===== src/rtl/demux_dist8.sv =====
// Registered 1:2 distributor: one valid/ready input stream steered by SEL into
// one-entry holding slots A or B, each with its own completed-transfer counter.
module demux_dist8 #(
  parameter int WIDTH = 8,
  parameter int CNT_W = 8
) (
  input  logic             CLK,
  input  logic             RST,
  input  logic [WIDTH-1:0] D_IN,
  input  logic             D_VALID,
  output logic             D_READY,
  input  logic             SEL,
  output logic [WIDTH-1:0] A,
  output logic             A_VALID,
  input  logic             A_READY,
  output logic [WIDTH-1:0] B,
  output logic             B_VALID,
  input  logic             B_READY,
  output logic [CNT_W-1:0] CNT_A,
  output logic [CNT_W-1:0] CNT_B
);

  typedef enum logic {
    EMPTY = 1'b0,
    FULL  = 1'b1
  } slot_t;

  slot_t state_a;
  slot_t state_b;
  logic  slot_rdy_a;
  logic  slot_rdy_b;
  logic  acc;
  logic  acc_a;
  logic  acc_b;

  // Counters wrap silently at 2^CNT_W.
  function automatic logic [CNT_W-1:0] cnt_inc(input logic [CNT_W-1:0] c);
    logic [CNT_W-1:0] one;
    one = '0;
    one[0] = 1'b1;
    return c + one;
  endfunction

  // A slot can take a word when empty or when its current word leaves this cycle;
  // only the addressed slot decides, so a stalled slot never blocks the other.
  assign slot_rdy_a = (state_a == EMPTY) || A_READY;
  assign slot_rdy_b = (state_b == EMPTY) || B_READY;
  assign D_READY    = SEL ? slot_rdy_b : slot_rdy_a;

  assign acc   = D_VALID & D_READY;
  assign acc_a = acc & ~SEL;
  assign acc_b = acc & SEL;

  assign A_VALID = (state_a == FULL);
  assign B_VALID = (state_b == FULL);

  always_ff @(posedge CLK) begin
    if (RST) begin
      state_a <= EMPTY;
      state_b <= EMPTY;
      A       <= '0;
      B       <= '0;
      CNT_A   <= '0;
      CNT_B   <= '0;
    end else begin
      case (state_a)
        EMPTY:   if (acc_a) state_a <= FULL;
        FULL:    if (A_READY && !acc_a) state_a <= EMPTY;
        default: state_a <= EMPTY;
      endcase
      case (state_b)
        EMPTY:   if (acc_b) state_b <= FULL;
        FULL:    if (B_READY && !acc_b) state_b <= EMPTY;
        default: state_b <= EMPTY;
      endcase

      // Data is only replaced on accept, so it persists after a drain.
      if (acc_a) A <= D_IN;
      if (acc_b) B <= D_IN;

      if (A_VALID && A_READY) CNT_A <= cnt_inc(CNT_A);
      if (B_VALID && B_READY) CNT_B <= cnt_inc(CNT_B);
    end
  end

endmodule


===== config.mk =====
export PLATFORM = sky130hd
export DESIGN_NAME = demux_dist8
export DESIGN_NICKNAME = d
export VERILOG_FILES = /design/src/rtl/demux_dist8.sv
export SDC_FILE = /design/constraint.sdc
export NUM_CORES = 1
export LEC_CHECK = 0
export ABC_AREA = 1
export CORE_AREA = 2 2 64 60
export DETAILED_ROUTE_END_ITERATION = 8
export DIE_AREA = 0 0 66 62
export PLACE_DENSITY = 0.85
export SYNTH_ARGS = -nofsm -noshare
export SYNTH_HDL_FRONTEND = slang
export SYNTH_SLANG_ARGS = --single-unit

===== constraint.sdc =====
create_clock -name CLK -period 1.3 [get_ports CLK]
set_clock_uncertainty 0.15 [all_clocks]
set_input_delay 0.26 -clock CLK [delete_from_list [all_inputs] [get_ports CLK]]
set_output_delay 0.26 -clock CLK [all_outputs]
set_load 0.02 [all_outputs]

==> results.cfg, run 1 <==
[floorplanning]
die_area_sq_um = 4090
ios = 49
rows = 21
core-area_sq_um = 3520
die_h_um = 62
chipWidth_um = 66
initial_utilization = 0.420

[global_routing]
grt_start_max_net_pins = 19
grt_pass1_vias = 1298
grt.overflow.total = 0
grt_usage = 0.179
grt_pass1_wl_mm = 5.42
antenna_found_initial = 0

[final_layout]
fillers = 326
stdcell_area_sq_um = 2280
diodes = 0
area_delta_synth_final_pct = 54.3
regArea_sq_um = 688
drive_gt1_frac = 0.366
nNetsFinal = 306
finish.utilization = 0.648
multiInputGateArea_sq_um = 714

[cts]
clock_sinks = 34
clockBufferDepth = 2
path_clk_slew_ns = 0.07
cts_root_buf = clkbuf_8
cts_tree = built
htreeDepth = 2
cts_hold_buf = 0
cts_made_buffers = 5
insertion_delay_ns = 0.28

[worst_setup_path]
critPathKind = reg2out
path_cells = nand2_2 > nand2_1 > nand2_1 > buf_6
crit_arrival_ns = 0.94
cp-startpoint = A_VALID$_SDFF_PP0_
start_kind = register
cp_common_cell = nand2_1
cp.required_ns = 0.89
crit-reg2reg-launch = A_VALID$_SDFF_PP0_
slowest_stage = dfxtp_2
max_stage_delay_ns = 0.35
critPathMaxFanout = 3
cp-end-kind = output pin

[run_status]
status = complete, but fails checks
violations = negative setup slack

[place]
post-dp-hpwl_mm = 2.53
dpl_worst_slack_ns = -0.654
place_congestion = 0.782
placed_area_sq_um = 2240
port_buffers = 48

[synth]
netlist_area_sq_um = 1480
synthSimpleGateAreaFrac = 0.324
synth_xor_area_frac = 0
yosysTopAreaCellShare = 0.460
synthCells = 204
synth-warning-count = 0
synth_compound_area_frac = 0.105
synth_nets = 220
synthMuxAreaShare = 0
synth_cell_types = 19
yosysTopAreaCell = dfxtp_1
avgSynthCellArea_sq_um = 7.25
synthTopCellsByArea = dfxtp_1 46%, nand2_1 17%, a21oi_1 8.1%
ys_seq_elements = 34
yosysSeqAreaShare = 0.460
synth_top_family_by_area = simple AND/OR/NAND/NOR gates
synthAdderAreaFrac = 0.0169

[route]
drt_first_pass_iters = 4
drtIter0Drc = 81
post_drt_wl_per_cell_um = 10.8
vias_per_cell = 4.66
ant_nets = 0
routed_wl_mm = 3.63
drc = 0
vias = 1566

[timing]
final.period_utilization = 1.04
maxSlewViolCount = 0
rsz0062_at_grt = yes
max_slew.worst_pin.slew_ns = 0.328
max_freq_ghz = 0.742
worst_slack_ns = -0.0472
slew_headroom = 0.780
finalHoldWorstSlack_ns = 0.310
min_period_ns = 1.35
final_hold_viol_count = 0
setup_viol_count_final = 1

[pwr]
irDropWorstVdd_v = 0.000720
total_power_uw = 2380
power.density_nw_per_um2 = 1040
p_leak_uw = 0.00117

[hold_path]
hp-class = reg2reg
min_from = A[7]$_SDFFE_PP0P_

[run]
max_cap_violations = 0
-- report_power, final --
group          internal (uW)  total, uW  switching (uW)  leakage (uW)
registers               1080       1090            18.5      0.000279
clock network            613        983             370     0.0000573
logic                    135        302             167      0.000835
-- sequential cells by signal, summed over array words and instances (netlist names) --
register / flops
CNT_B: 8
A: 8
B_VALID: 1
CNT_A: 8
B: 8
A_VALID: 1
-- path summary, 6_finish.rpt --
kind / depth (start not counted) / slack, ns / end
worst max-delay path: 4 / -0.05 / D_READY
worst min-delay path: 2 / 0.31 / A[7]$_SDFFE_PP0P_
worst max register to register: 6 / 0.01 / CNT_A[6]$_SDFFE_PP0P_
worst min register to register: 2 / 0.31 / A[7]$_SDFFE_PP0P_
-- cells in the final DEF, fill, tap and decap left out --
cell	instances
ha_1	1
a21oi_1	24
clkdlybuf4s50_1	8
nor3_4	2
dfxtp_2	6
clkbuf_8	6
nand2_4	2
buf_2	33
nand2_1	65
nand2_2	2
bufinv_16	1
dlygate4sd2_1	3
nand3_1	4
dfxtp_1	28
o21a_1	2
inv_1	24
nor2_2	3
nand3_4	3
inv_2	5
nand3_2	1
o21ai_0	4
nor2_4	2
buf_4	30
clkinvlp_4	1
nand4_1	6
dlymetal6s2s_1	2
clkinv_2	2
nor2_1	13
buf_6	5
ha_4	1
clkinvlp_2	1
-- per-stage QoR --
step                TNS [ns]  std cells
floorplan           -0.00854        204
global placement      -11.51        326
detailed placement    -12.55        326
CTS                  -0.0446        334
global route          -0.240        336
finish               -0.0472        336
-- layer usage --
layer,vias up,GRT usage,part of all wire
li1,814,-,-
met1,707,0.207,0.45
met2,40,0.300,0.47
met3,5,0.0793,0.070
met4,0,0.0612,0.010
met5,-,0,0
-- Yosys cell counts --
master     n
o21ai_0    4
inv_1     28
clkinv_2   2
o21a_1     2
buf_1      1
inv_2      2
nor2_1    13
nand3_4    2
a21oi_1   24
nand2_2    2
nor2_2     5
buf_2      1
dfxtp_1   34
ha_1       2
nor3_4     2
nand4_1    6
nand2_1   67
nand3_1    6
buf_4      1
-- cell type report --
type / instances / share of cell area
multi-input cells: 135 / 0.313
flip-flops and latches: 34 / 0.302
clock buffers: 6 / 0.0362
inverters: 32 / 0.0554
well taps: 46 / 0.0252
repair inverters: 1 / 0.00219
clock inverters: 1 / 0.0132
repair buffers: 81 / 0.253
-- worst max-delay path, delay by kind of cell (launching register included) --
family	cells	cell delay [ns]
flip-flops	1	0.35
buffers and inverters	1	0.13
AND/OR/NAND/NOR	3	0.18
-- cells by family after synthesis --
logic type / count (synthesis)
AOI/OAI and AO/OA: 30
adders and majority gates: 2
buffers and inverters: 35
DFF: 34
and+or+nand+nor: 103
-- repair_timing --
action	in CTS	in global routing
gates cloned	0	1
pin swaps	5	5
endpoints found under the setup margin	59	27
buffers inserted	1	1
gates resized for setup	144	25
Power figures use the tool's default switching activity.
==> run 2: changes to the inputs <==
==> constraint.sdc (replaced) <==
create_clock -name CLK -period 1.45 [get_ports CLK]
set_clock_uncertainty 0.15 [all_clocks]
set_input_delay 0.29 -clock CLK [delete_from_list [all_inputs] [get_ports CLK]]
set_output_delay 0.29 -clock CLK [all_outputs]
set_load 0.02 [all_outputs]
==> run 2 against run 1 <==
- the flow now finishes without violations
- combinational power fell by 14%
- critical path depth fell by 3
- sequential share of layout area rose by 0.43 points
- final area fell by 2.1%
- routed wire length fell by 6.0%
- via count fell by 5.9%
- power fell by 18%
- clock power fell by 28%
- cell count fell by 3.6%
- sequential power fell by 10%
- critical path type unchanged
- highest routed layer unchanged
==> results.cfg, run 2 (same netlist as run 1, synthesis figures left out) <==
[worst_setup_path]
reg2reg_depth = 7
slowest_stage = dfxtp_1
cp_top_family = flip-flops
critPathMaxFanout = 2
crit_buf_inv = 1
r2r_end = CNT_A[6]$_SDFFE_PP0P_
max_stage_delay_ns = 0.35
cp.required_ns = 1.01
crit-reg2reg-launch = CNT_A[1]$_SDFFE_PP0P_
path_cells = dlygate4sd2_1
critPathKind = reg2out
crit_arrival_ns = 0.98
r2r_setup_slack_ns = 0.12
cp-end-kind = output pin
start_kind = register

[final_layout]
diodes = 0
drive_gt1_frac = 0.176
layout_commonest_cell = nand2_1
mostFrequentLayoutCells = 65 x nand2_1, 32 x dfxtp_1, 30 x dlygate4sd2_1, 28 x inv_1, 24 x a21oi_1
fillers = 338
area_delta_synth_final_pct = 51.0
nNetsFinal = 293

[route]
drtIter0Drc = 96
vias = 1474
drt_first_pass_iters = 5
vias_per_cell = 4.55
routed_wl_mm = 3.42
ant_nets = 0
drc = 0
post_drt_wl_per_cell_um = 10.5

[timing]
max_freq_ghz = 0.706
maxSlewViolCount = 0
slew_headroom = 0.689
setup_viol_count_final = 0
final_hold_viol_count = 0
finalHoldWorstSlack_ns = 0.312
min_period_ns = 1.42
max_slew.worst_pin.slew_ns = 0.466
rsz0062_at_grt = no
worst_slack_ns = 0.0340
final.period_utilization = 0.977

[floorplanning]
initial_utilization = 0.420
die_area_sq_um = 4090
chipWidth_um = 66
die_h_um = 62
core-area_sq_um = 3520
ios = 49
rows = 21

[cts]
clockBufferDepth = 2
clock_sinks = 34
cts_tree = built
path_clk_slew_ns = 0.07
cts_root_buf = clkbuf_8
insertion_delay_ns = 0.28
cts_made_buffers = 5
cts_hold_buf = 0
htreeDepth = 2
cts_setup_buffers = 0

[hold_path]
min_from = A[1]$_SDFFE_PP0P_
whs_endpoint = A[1]$_SDFFE_PP0P_
hold-path-cell-count = 2
hp-class = reg2reg

[global_routing]
grt_usage = 0.176
grt_start_max_net_pins = 19
grt_pass1_wl_mm = 5.44
grt_pass1_vias = 1278
grt.overflow.total = 0
antenna_found_initial = 0

[pwr]
p_leak_uw = 0.00114
irDropWorstVdd_v = 0.000408
power.density_nw_per_um2 = 870

[place]
post-dp-hpwl_mm = 2.51
place_congestion = 0.805
port_buffers = 48
dpl_worst_slack_ns = -0.600

[run_status]
status = completed

[run]
max_cap_violations = 0
-- run 2: changes by cell type in the layout (fill, tap and decap cells not counted), moves of 6 or more --
| cell | before | now |
|---|---|---|
| buf_4 | 30 | 20 |
| clkdlybuf4s15_1 | 0 | 6 |
| buf_2 | 33 | 0 |
| dlygate4sd2_1 | 3 | 30 |
-- run 2: final cells by class --
type                            instances  area [sq um]  share of cell area
Clock inverter                          1          5.00             0.00224
Inverter                               32           123              0.0549
Multi-Input combinational cell        135           669               0.300
Timing Repair Buffer                   69           609               0.273
Clock buffer                            7          86.3              0.0387
Tap cell                               46          57.6              0.0258
Sequential cell                        34           683               0.306
-- run 2: report_power, final --
| group | internal [uW] | switching (uW) |
|---|---|---|
| Sequential | 964 | 16.2 |
| Combinational | 119 | 141 |
| Clock | 383 | 321 |
| Total | 1460 | 478 |
-- run 2: stage by stage --
step                      std cells  setup TNS, ns  area [sq um]  utilization  power [uW]
after detailed placement        316          -7.84          2170        0.617        1280
final                           324              0          2230        0.634        1940
after CTS                       324              0          2230        0.633        1970
after global placement          316          -7.27          2170        0.617        1270
after floorplan                 204              0          1480            -        1120
after global routing            324              0          2230        0.634        2030
-- run 2: timing repair --
action / in CTS / in global routing
gates cloned: 0 / 0
gates resized for setup: 48 / 8
pin swaps: 2 / 2
endpoints found under the setup margin: 37 / 8
-- run 2: worst max-delay path by stage --
stage                     startpoint  cells after the start  slack (ns)               endpoint
2_1_floorplan  CNT_B[1]$_SDFFE_PP0P_                      6        0.09  CNT_B[6]$_SDFFE_PP0P_
3_3_place_gp                 A_READY                      6       -0.59                D_READY
3_5_place_dp                 A_READY                      6       -0.60                D_READY
4_1_cts           B_VALID$_SDFF_PP0_                      1        0.02                B_VALID
5_1_grt        CNT_A[6]$_SDFFE_PP0P_                      1       0.001               CNT_A[6]
6_report       CNT_A[1]$_SDFFE_PP0P_                      1        0.03               CNT_A[1]
-- run 2: routing by layer --
| layer | routed length (um) | global-route usage | vias up |
|---|---|---|---|
| met5 | 0 | 0 | - |
| li1 | - | - | 779 |
| met4 | 56 | 0.0787 | 0 |
| met2 | 1630 | 0.310 | 32 |
| met1 | 1590 | 0.210 | 657 |
| met3 | 148 | 0.0378 | 6 |
==> run 3: changes to the inputs <==
--- a/config.mk
+++ b/config.mk
@@ -13,3 +13,4 @@
 export SYNTH_ARGS = -nofsm -noshare
 export SYNTH_HDL_FRONTEND = slang
 export SYNTH_SLANG_ARGS = --single-unit
+export TNS_END_PERCENT = 10
==> run 3 against run 2 <==
- register-to-register slack worse by 0.04 ns
- critical path depth stayed put
- core utilization down 0.32 points
- critical endpoint unchanged
- sequential share of layout area increased by 0.099 points
- sequential power hardly changed
- clock power is essentially flat
==> results.cfg, run 3 (same netlist as run 1, synthesis figures left out) <==
[cts]
clock_sinks = 34
clockBufferDepth = 2
cts_made_buffers = 5
cts_hold_buf = 0
htreeDepth = 2
insertion_delay_ns = 0.28
cts_root_buf = clkbuf_8
cts_tree = built
cts_setup_buffers = 0
cts_resized = 45
path_clk_slew_ns = 0.07

[final_layout]
mostFrequentLayoutCells = 67 x nand2_1, 33 x dfxtp_1, 30 x dlygate4sd2_1, 28 x inv_1, 24 x a21oi_1
drive_gt1_frac = 0.165
layout_commonest_cell = nand2_1
diodes = 0
area_delta_synth_final_pct = 50.3
nNetsFinal = 293

[worst_setup_path]
path_cells = dlygate4sd2_1
cp_top_family = flip-flops
cp.required_ns = 1.01
crit_buf_inv = 1
critPathKind = reg2out
crit_arrival_ns = 0.98
max_stage_delay_ns = 0.35
cp-end-kind = output pin
slowest_stage = dfxtp_1
critPathMaxFanout = 2
start_kind = register

[floorplanning]
chipWidth_um = 66
rows = 21
die_area_sq_um = 4090
die_h_um = 62
initial_utilization = 0.420
ios = 49
core-area_sq_um = 3520

[pwr]
clkPwrFrac = 0.363
p_sw_uw = 476
sequentialPowerShare = 0.505
irDropWorstVdd_v = 0.000407
p_leak_uw = 0.00114
p_comb_frac = 0.132
intPower_uw = 1460
total_power_uw = 1940
sw_frac_of_total = 0.245
power.density_nw_per_um2 = 873

[route]
drtIter0Drc = 99
vias = 1474
post_drt_wl_per_cell_um = 10.5
ant_nets = 0
routed_wl_mm = 3.40
vias_per_cell = 4.55
drt_first_pass_iters = 4
drc = 0

[place]
place_congestion = 0.805
post-dp-hpwl_mm = 2.51
dpl_worst_slack_ns = -0.600
port_buffers = 48

[global_routing]
grt_pass1_vias = 1279
antenna_found_initial = 0
use_met2 = 0.307
grt_usage = 0.174
met1_usage = 0.208
grt_pass1_wl_mm = 5.40
grt_start_max_net_pins = 19
grt-busiest-layer = met2
grt.overflow.total = 0
use_met3 = 0.0378

[timing]
worst_slack_ns = 0.0337
final.period_utilization = 0.977
min_period_ns = 1.42
max_slew.worst_pin.slew_ns = 0.459
tns_ns = 0
rsz0062_at_grt = yes
final_hold_viol_count = 0
max_freq_ghz = 0.706
setup_viol_count_final = 0
maxSlewViolCount = 0
slew_headroom = 0.694

[run]
max_cap_violations = 0

[hold_path]
hp-class = reg2reg

[run_status]
status = completed
run 3: cell types whose count changed in the layout (fill, tap and decap cells not counted):
cell     before  now
nand2_2       3    2
dfxtp_2       2    1
nand2_4       1    0
dfxtp_1      32   33
nand2_1      65   67
run 3: tightest hold or removal path: cells and delay by family (launching register included):
kind | cells | cell delay (ns)
DFF | 1 | 0.31
and+or+nand+nor | 1 | 0.06
AOI/OAI and AO/OA | 1 | 0.05
run 3: final timing paths:
check	start	endpoint	slack, ns	depth (start not counted)
worst max-delay path	CNT_A[1]$_SDFFE_PP0P_	CNT_A[1]	0.03	1
worst min-delay path	A[1]$_SDFFE_PP0P_	A[1]$_SDFFE_PP0P_	0.31	2
worst max register to register	CNT_B[0]$_SDFFE_PP0P_	CNT_B[6]$_SDFFE_PP0P_	0.08	7
worst min register to register	A[1]$_SDFFE_PP0P_	A[1]$_SDFFE_PP0P_	0.31	2
run 3: cell type report:
class,count,area (sq um)
fillers,343,1300
flip-flops and latches,34,682
multi-input cells,135,659
repair buffers,69,609
inverters,32,123
clock buffers,7,86.3
well taps,46,57.6
clock inverters,1,5.00
run 3: metal layers:
layer,routed length [um],share of wire
met1,1540,0.45
met2,1640,0.48
met3,157,0.046
met4,56,0.016
met5,0,0
run 3: power by group through the flow:
stage / Sequential (uW) / Clock, uW / Combinational (uW)
6_report: 979 / 704 / 256
3_5_place_dp: 1000 / 0 / 277
2_1_floorplan: 1040 / 0 / 87.0
4_1_cts: 979 / 726 / 257
3_3_place_gp: 1000 / 0 / 273
5_1_grt: 982 / 763 / 281
run 3: per-stage QoR:
step | util | cells | hold WS, ns | instance area (sq um)
after CTS | 0.630 | 324 | 0.317 | 2220
after detailed placement | 0.617 | 316 | 0.310 | 2170
after global placement | 0.617 | 316 | 0.303 | 2170
final | 0.631 | 324 | 0.312 | 2220
after global routing | 0.631 | 324 | 0.330 | 2220
after floorplan | - | 204 | 0.285 | 1480
